[src/rtl/calc_sequencer_if.sv]
// rtl/calc_sequencer_if.sv - bus between calc_sequencer, its host and the calculadora datapath (div_err only with CALC_SEQ_DIV0_GUARD_EN)
interface calc_sequencer_if;
    logic       start;
    logic [2:0] a_in;
    logic [2:0] b_in;
    logic [5:0] result;
    logic [2:0] A;
    logic [2:0] B;
    logic [1:0] sel;
    logic       busy;
    logic       done;
    logic [5:0] sum_r;
    logic [5:0] sub_r;
    logic [5:0] prod_r;
    logic [2:0] quo_r;
    logic [2:0] rem_r;
`ifdef CALC_SEQ_DIV0_GUARD_EN
    logic       div_err;

    // host + calculadora side
    modport master (
        output start, a_in, b_in, result,
        input  A, B, sel, busy, done, sum_r, sub_r, prod_r, quo_r, rem_r, div_err
    );

    // sequencer side
    modport slave (
        input  start, a_in, b_in, result,
        output A, B, sel, busy, done, sum_r, sub_r, prod_r, quo_r, rem_r, div_err
    );
`else
    // host + calculadora side
    modport master (
        output start, a_in, b_in, result,
        input  A, B, sel, busy, done, sum_r, sub_r, prod_r, quo_r, rem_r
    );

    // sequencer side
    modport slave (
        input  start, a_in, b_in, result,
        output A, B, sel, busy, done, sum_r, sub_r, prod_r, quo_r, rem_r
    );
`endif
endinterface

[src/rtl/calc_sequencer.sv]
// rtl/calc_sequencer.sv - steps calculadora through sum/sub/prod/div and captures each result; optional divide-by-zero skip via CALC_SEQ_DIV0_GUARD_EN
module calc_sequencer #(
    parameter int SETTLE = 1
) (
    input  logic              clk,
    input  logic              rst,
    calc_sequencer_if.slave   bus
);

    typedef enum logic [1:0] {
        IDLE = 2'd0,
        RUN  = 2'd1,
        DONE = 2'd2
    } state_t;

    localparam logic [3:0] CNT_LAST = 4'(SETTLE - 1);

    state_t     state;
    logic [3:0] cnt;

    // Sequencer FSM: all outputs are registered here so the calculadora sees stable A/B/sel
    always_ff @(posedge clk) begin
        if (rst) begin
            state      <= IDLE;
            cnt        <= 4'd0;
            bus.A      <= 3'd0;
            bus.B      <= 3'd0;
            bus.sel    <= 2'b00;
            bus.busy   <= 1'b0;
            bus.done   <= 1'b0;
            bus.sum_r  <= 6'd0;
            bus.sub_r  <= 6'd0;
            bus.prod_r <= 6'd0;
            bus.quo_r  <= 3'd0;
            bus.rem_r  <= 3'd0;
`ifdef CALC_SEQ_DIV0_GUARD_EN
            bus.div_err <= 1'b0;
`endif
        end else begin
            case (state)
                IDLE: begin
                    if (bus.start) begin
                        bus.A    <= bus.a_in;
                        bus.B    <= bus.b_in;
                        bus.sel  <= 2'b00;
                        cnt      <= 4'd0;
                        bus.busy <= 1'b1;
`ifdef CALC_SEQ_DIV0_GUARD_EN
                        bus.div_err <= 1'b0;
`endif
                        state    <= RUN;
                    end
                end

                RUN: begin
                    if (cnt == CNT_LAST) begin
                        // Selector has settled: capture and move to the next operation
                        cnt <= 4'd0;
                        case (bus.sel)
                            2'b00: begin
                                bus.sum_r <= bus.result;
                                bus.sel   <= 2'b01;
                            end
                            2'b01: begin
                                bus.sub_r <= bus.result;
                                bus.sel   <= 2'b10;
                            end
                            2'b10: begin
                                bus.prod_r <= bus.result;
`ifdef CALC_SEQ_DIV0_GUARD_EN
                                if (bus.B == 3'd0) begin
                                    // Division by zero never reaches the calculadora
                                    bus.quo_r   <= 3'd0;
                                    bus.rem_r   <= 3'd0;
                                    bus.div_err <= 1'b1;
                                    bus.busy    <= 1'b0;
                                    bus.done    <= 1'b1;
                                    state       <= DONE;
                                end else begin
                                    bus.sel <= 2'b11;
                                end
`else
                                bus.sel <= 2'b11;
`endif
                            end
                            default: begin
                                bus.quo_r <= bus.result[2:0];
                                bus.rem_r <= bus.result[5:3];
                                bus.sel   <= 2'b00;
                                bus.busy  <= 1'b0;
                                bus.done  <= 1'b1;
                                state     <= DONE;
                            end
                        endcase
                    end else begin
                        cnt <= cnt + 4'd1;
                    end
                end

                DONE: begin
                    bus.done <= 1'b0;
                    state    <= IDLE;
                end

                default: begin
                    state <= IDLE;
                end
            endcase
        end
    end

endmodule

[src/flat_wrapper.sv]
// flat-port wrapper written by rule: the top's interface ports become plain ports
module calc_sequencer_flat 
#(
    parameter int SETTLE = 1
)
  (clk, rst, bus_start, bus_a_in, bus_b_in, bus_result, bus_A, bus_B, bus_sel, bus_busy, bus_done, bus_sum_r, bus_sub_r, bus_prod_r, bus_quo_r, bus_rem_r);
  calc_sequencer_if bus_i ();
  input  logic clk;
  input  logic rst;
  input wire logic [$bits(bus_i.start)-1:0] bus_start;
  input wire logic [$bits(bus_i.a_in)-1:0] bus_a_in;
  input wire logic [$bits(bus_i.b_in)-1:0] bus_b_in;
  input wire logic [$bits(bus_i.result)-1:0] bus_result;
  output wire logic [$bits(bus_i.A)-1:0] bus_A;
  output wire logic [$bits(bus_i.B)-1:0] bus_B;
  output wire logic [$bits(bus_i.sel)-1:0] bus_sel;
  output wire logic [$bits(bus_i.busy)-1:0] bus_busy;
  output wire logic [$bits(bus_i.done)-1:0] bus_done;
  output wire logic [$bits(bus_i.sum_r)-1:0] bus_sum_r;
  output wire logic [$bits(bus_i.sub_r)-1:0] bus_sub_r;
  output wire logic [$bits(bus_i.prod_r)-1:0] bus_prod_r;
  output wire logic [$bits(bus_i.quo_r)-1:0] bus_quo_r;
  output wire logic [$bits(bus_i.rem_r)-1:0] bus_rem_r;
  assign bus_i.start = bus_start;
  assign bus_i.a_in = bus_a_in;
  assign bus_i.b_in = bus_b_in;
  assign bus_i.result = bus_result;
  assign bus_A = bus_i.A;
  assign bus_B = bus_i.B;
  assign bus_sel = bus_i.sel;
  assign bus_busy = bus_i.busy;
  assign bus_done = bus_i.done;
  assign bus_sum_r = bus_i.sum_r;
  assign bus_sub_r = bus_i.sub_r;
  assign bus_prod_r = bus_i.prod_r;
  assign bus_quo_r = bus_i.quo_r;
  assign bus_rem_r = bus_i.rem_r;
  calc_sequencer #(.SETTLE(SETTLE)) u_core (.clk(clk), .rst(rst), .bus(bus_i));
endmodule
[config.mk]
export PLATFORM = sky130hd
export DESIGN_NAME = calc_sequencer_flat
export DESIGN_NICKNAME = d
export VERILOG_FILES = /design/src/rtl/calc_sequencer_if.sv /design/src/rtl/calc_sequencer.sv /design/src/flat_wrapper.sv
export SDC_FILE = /design/constraint.sdc
export NUM_CORES = 1
export LEC_CHECK = 0
export ABC_AREA = 1
export BUFFER_PORTS_ARGS = -buffer_cell sky130_fd_sc_hd__buf_4
export CAP_MARGIN = 25
export CORE_MARGIN = 8
export CORE_UTILIZATION = 40
export DETAILED_ROUTE_END_ITERATION = 16
export PLACE_DENSITY_LB_ADDON = 0.12
export RECOVER_POWER = 100
export REMOVE_ABC_BUFFERS = 1
export SETUP_SLACK_MARGIN = 0.05
export SLEW_MARGIN = 5
export SYNTH_ARGS = -nofsm -noshare
export SYNTH_HDL_FRONTEND = slang
export SYNTH_SLANG_ARGS = --single-unit
[constraint.sdc]
create_clock -name clk -period 1.5 [get_ports clk]
set_input_delay 0.225 -clock clk [delete_from_list [all_inputs] [get_ports clk]]
set_output_delay 0.225 -clock clk [all_outputs]
set_load 0.01 [all_outputs]
# ---- After elaboration in Yosys (flattened, before gate mapping)
# Index checks and enable logic that the tools add are counted.
dict set report totals {
  reg_bits 40
  latchBits 0
  ramBits 0
  mem_bits_ro 0
  in_bits 15
  out_inout_bits 34
  elab_cells 55
  n_memories 0
}
dict set report op_classes {
  addsub 1
  multipliers 0
  div_mod_pow 0
  order_cmp 0
  n_eq_ne 7
  shift 0
  mux 18
  bitwise 1
  n_reduce_logical 16
}
# cell count
set ops {}
lappend ops {{3-bit AND reduction} 7}
lappend ops {{2-bit two-way mux} 5}
lappend ops {{4-bit two-way mux} 2}
lappend ops {{2-bit case mux with 2 select lines} 2}
lappend ops {{4-bit case mux with 2 select lines} 1}
lappend ops {{2-bit case mux with 3 select lines} 1}
lappend ops {{1-bit two-way mux} 5}
lappend ops {{4-bit by 1-bit adder with 4-bit output, second input constant} 1}
lappend ops {{2-bit by 1-bit equality test with 1-bit output, second input constant} 2}
lappend ops {{2-bit equality test, second input constant} 2}
lappend ops {{2-bit logical NOT} 2}
lappend ops {{4-bit logical NOT} 1}
lappend ops {{2-bit inequality test, second input constant} 2}
lappend ops {{1-bit case mux with 2 select lines} 2}
lappend ops {{2-bit AND reduction} 2}
lappend ops {{4-bit AND reduction} 1}
lappend ops {{2-bit nonzero test} 2}
lappend ops {{3-bit OR reduction} 1}
lappend ops {{2-bit by 1-bit inequality test with 1-bit output, second input constant} 1}
lappend ops {{1-bit NOT} 1}

# ---- Logic depth before layout (Yosys ltp)
dict set report logic_depth {
  ltp_word 5
  depth_mapped 8
  depth_no_buf 8
}

# ---- Worst setup path before layout
# OpenSTA, ideal clock, no wires.
dict set report synth_timing {
  kind {register -> register}
  start {register u_core.cnt[0]}
  end {register u_core.bus.quo_r[0]}
  setup_time_ns 0.116
  arrival_ns 1.086
  required_ns 1.384
  setup_slack_ns 0.298
  path_stages_with_launch 9
  n_path_buf 0
  period_less_slack_ns 1.202
  cell_sequence {dfxtp_1 > inv_1 > ha_1 > nand2_4 > inv_2 > nand2_4 > inv_2 > nor2_1 > nor2_1}
}
dict set report synth_between {
  elab_chain_len 2
}
# element line_no
set synth_lines {}
lappend synth_lines {{from (decl)} calc_sequencer.sv:19} ;# logic [3:0] cnt;
lappend synth_lines {{from (signal assigned)} calc_sequencer.sv:96} ;# cnt <= cnt + 4'd1;
lappend synth_lines {{4-bit logical NOT} calc_sequencer.sv:56} ;# if (cnt == CNT_LAST) begin
lappend synth_lines {{3-bit AND reduction (no line)} n/a}
lappend synth_lines {{to (signal assigned)} calc_sequencer.sv:87} ;# bus.quo_r <= bus.result[2:0];
lappend synth_lines {{to (decl)} calc_sequencer_if.sv:41} ;# output A, B, sel, busy, done, sum_r, sub_r, prod_r, quo_r, rem_r
# No other way between the ends.
# A chain may end at the register's enable or synchronous reset.

# ---- Worst setup path after layout
dict set report layout_timing {
  start {register u_core.cnt[0]}
  end {register u_core.bus.prod_r[0]}
}
dict set report layout_between {
  elab_chain_len 2
}
# element line_no
set layout_lines {}
lappend layout_lines {{4-bit logical NOT} calc_sequencer.sv:56}
lappend layout_lines {{3-bit AND reduction (no line)} n/a}
lappend layout_lines {{to (signal assigned)} calc_sequencer.sv:69} ;# bus.prod_r <= bus.result;
lappend layout_lines {{to (decl)} calc_sequencer_if.sv:41}
# No other way between the ends.

==> impl_metrics.yaml <==
logic_synthesis:
  synth_edf_count: 0
  synth_top_area_share_pct: 48.0
  netlist_area_um2: 1670
  synth.most_common_cell: "nor2_1"
  synth_flop_cell: "dfxtp_1"
  synthArstFlopShare_pct: 0
  synth_seq_cells: 40
  synthesis.instances: 206
  yosys-top-cells-count: "nor2_1 (45), dfxtp_1 (40), o21ai_0 (32)"
  yosys.area.top_type: "dfxtp_1"
  ys_types: 24
  yosysWarnings: 0
  synth.top_cells.by_area: "dfxtp_1 (48%), nor2_1 (10%), o21ai_0 (9.6%), nor3_1 (5.4%), ha_1 (4.5%)"
  ys_seq_area_share_pct: 48.0
  avgSynthCellArea_um2: 8.10
drt:
  drc_errors: 0
  vias: 1505
  top_layer: "met4"
  drtPass1Iterations: 4
  vias_per_cell: 4.79
  wire_per_inst_um: 13.3
  postRouteAntennaNets: 0
  drtIter0Drc: 84
  wirelength_um: 4170
  routedLengthMet1_um: 1940
  dr_wl_met2_um: 1880
  wl_met3_um: 282
power_and_ir_drop:
  swShare_pct: 25.0
  p_leak_nw: 0.881
  ir_drop_mv: 0.547
  p_total_mw: 2.10
  power_frac_clock_pct: 34.4
  p_int_mw: 1.58
  p_comb_share_pct: 11.7
  powerDensity_nw_per_um2: 1000
  switchingPower_mw: 0.524
  seq_power_share_pct: 53.9
cts:
  cts.sinks: 40
  clockBufferDepth: 2
  cts_tree: "done"
  clk_pin_slew_worst_paths_ps: 70
  root_buffer: "clkbuf_8"
  htreeDepth: 2
  cts_buffers: 5
  clk-insertion-delay-late_ps: 290
placed_design:
  gp_congestion: 0.775
  hpwl_um: 3060
  placement.io_buffers: 48
timing:
  finalSetupViolCount: 0
  rsz0062_at_grt: "false"
  worstMarginPinSlew_ps: 472
  fmax_mhz: 754
  final-hold-violation-count: 0
  fin_crit_sh_pct: 88.4
  post-route-min-period_ps: 1330
  skew_ps: 3.92
  slew_viol_final: 0
  relSlewSlack_pct: 68.2
  fin_setup_tns_ps: 0
floorplanning:
  core_area_um2: 4000
  start_util_pct: 41.7
  fp.dieArea_um2: 6500
  ios: 49
  die_w_um: 80.6
  core.rowCount: 23
  dieHeight_um: 80.6
worst_setup_path:
  endpoint_kind: "flop"
  worstPathRequired_ps: 1680
  cp_max_fo: 10
  crit_arrival_ps: 1510
  startpoint_type: "flop"
  reg2reg_depth: 6
  critical_path_class: "reg -> reg"
min_path:
  worstHoldPathType: "in -> reg"
  hold_depth: 2
final_layout:
  antenna_cells: 0
  drive_gt1_share_pct: 15.5
  nNetsFinal: 284
  areaGrowthSynthToFinish_pct: 25.3
  utilization_pct: 52.3
  nFillCells: 441
job:
  maxCapViolCount: 0
global_route:
  grt_util_all_layers_pct: 13.3
  grt_pass1_wl_um: 6760
  antenna_found_initial: 0
  overflow: 0
  grt_max_degree: 25
  grt_pass1_vias: 1460
outcome:
  status: "complete, no violations"
-- what timing repair did --
action | 4_1_cts | 5_1_grt
resized for setup | 0 | 4
setup endpoints to repair | 0 | 14
setup buffers | 0 | 3
hold buffers | 0 | 0
-- layer usage --
layer  global-route usage (%)  vias to the layer above
met1                     16.0                      669
met3                     4.35                        7
li1                         -                      796
met2                     20.3                       33
met4                     7.09                        0
met5                        0                        -
-- kinds of logic (layout without fill, tap and decap cells) --
family	after synthesis	after routing	synth area share, %
buffers and inverters	19	76	5.02
xor gates and xnor gates	1	1	0.525
and+or+nand+nor	97	98	28.7
AOI/OAI and AO/OA	43	43	13.3
DFF	40	40	48.0
adders and majority gates	6	6	4.50
-- through the flow --
stage / instance area (um^2) / setup slack, ps / hold slack [ps] / instances
floorplan: 1630 / 189 / 294 / 200
global placement: 2100 / 110 / 466 / 302
detailed placement: 2100 / 79.7 / 468 / 302
CTS: 2190 / 50.4 / 174 / 310
global route: 2090 / 44.8 / 173 / 314
finish: 2090 / 173 / 179 / 314
-- layout by cell type, fill, tap and decap left out, drive strengths merged, types with 5 or more instances in the layout --
cell type | netlist | layout
clkbuf | 3 | 46
nor2 | 52 | 52
nand2 | 21 | 22
a21oi | 7 | 7
buf | 3 | 17
dfxtp | 40 | 40
nand3 | 5 | 5
nor3 | 18 | 18
o21ai | 33 | 33
inv | 13 | 13
ha | 6 | 6
-- worst max-delay path, stage by stage, from the launching register on --
cell and delay [ps]:
dfxtp_1 330, inv_1 150, ha_4 180, nand2_4 90
clkbuf_2 180, nor3_1 220, nor2_1 70
-- path summary, 6_finish.rpt --
kind                         from                    to  slack, ps
hold reg to reg   u_core.bus.busy       u_core.bus.busy        470
setup reg to reg    u_core.cnt[0]  u_core.bus.prod_r[0]        170
setup / recovery    u_core.cnt[0]  u_core.bus.prod_r[0]        170
hold / removal                rst     u_core.bus.sel[1]        180
-- final cells by class --
| class | count | area, um^2 | area share, % |
|---|---|---|---|
| clock buffer | 8 | 90.1 | 4.31 |
| inverter | 13 | 48.8 | 2.33 |
| multi-input combinational | 148 | 806 | 38.5 |
| sequential | 40 | 801 | 38.3 |
| tap | 50 | 62.6 | 2.99 |
| timing repair buffer | 55 | 284 | 13.6 |
-- power by group through the flow --
stage,sequential [mW],clock [mW],combinational (mW)
2_1_floorplan,1.18,0,0.115
3_3_place_gp,1.16,0,0.282
3_5_place_dp,1.16,0,0.283
4_1_cts,1.13,0.754,0.284
5_1_grt,1.14,0.792,0.277
6_report,1.13,0.723,0.245
-- state kept, by name (all words and copies together), names as in the netlist --
register           flops
u_core.bus.A           3
u_core.bus.B           3
u_core.bus.busy        1
u_core.bus.done        1
u_core.bus.prod_r      6
u_core.bus.quo_r       3
u_core.bus.rem_r       3
u_core.bus.sel         2
u_core.bus.sub_r       6
u_core.bus.sum_r       6
u_core.cnt             4
u_core.state           2
Power figures use the tool's default switching activity.
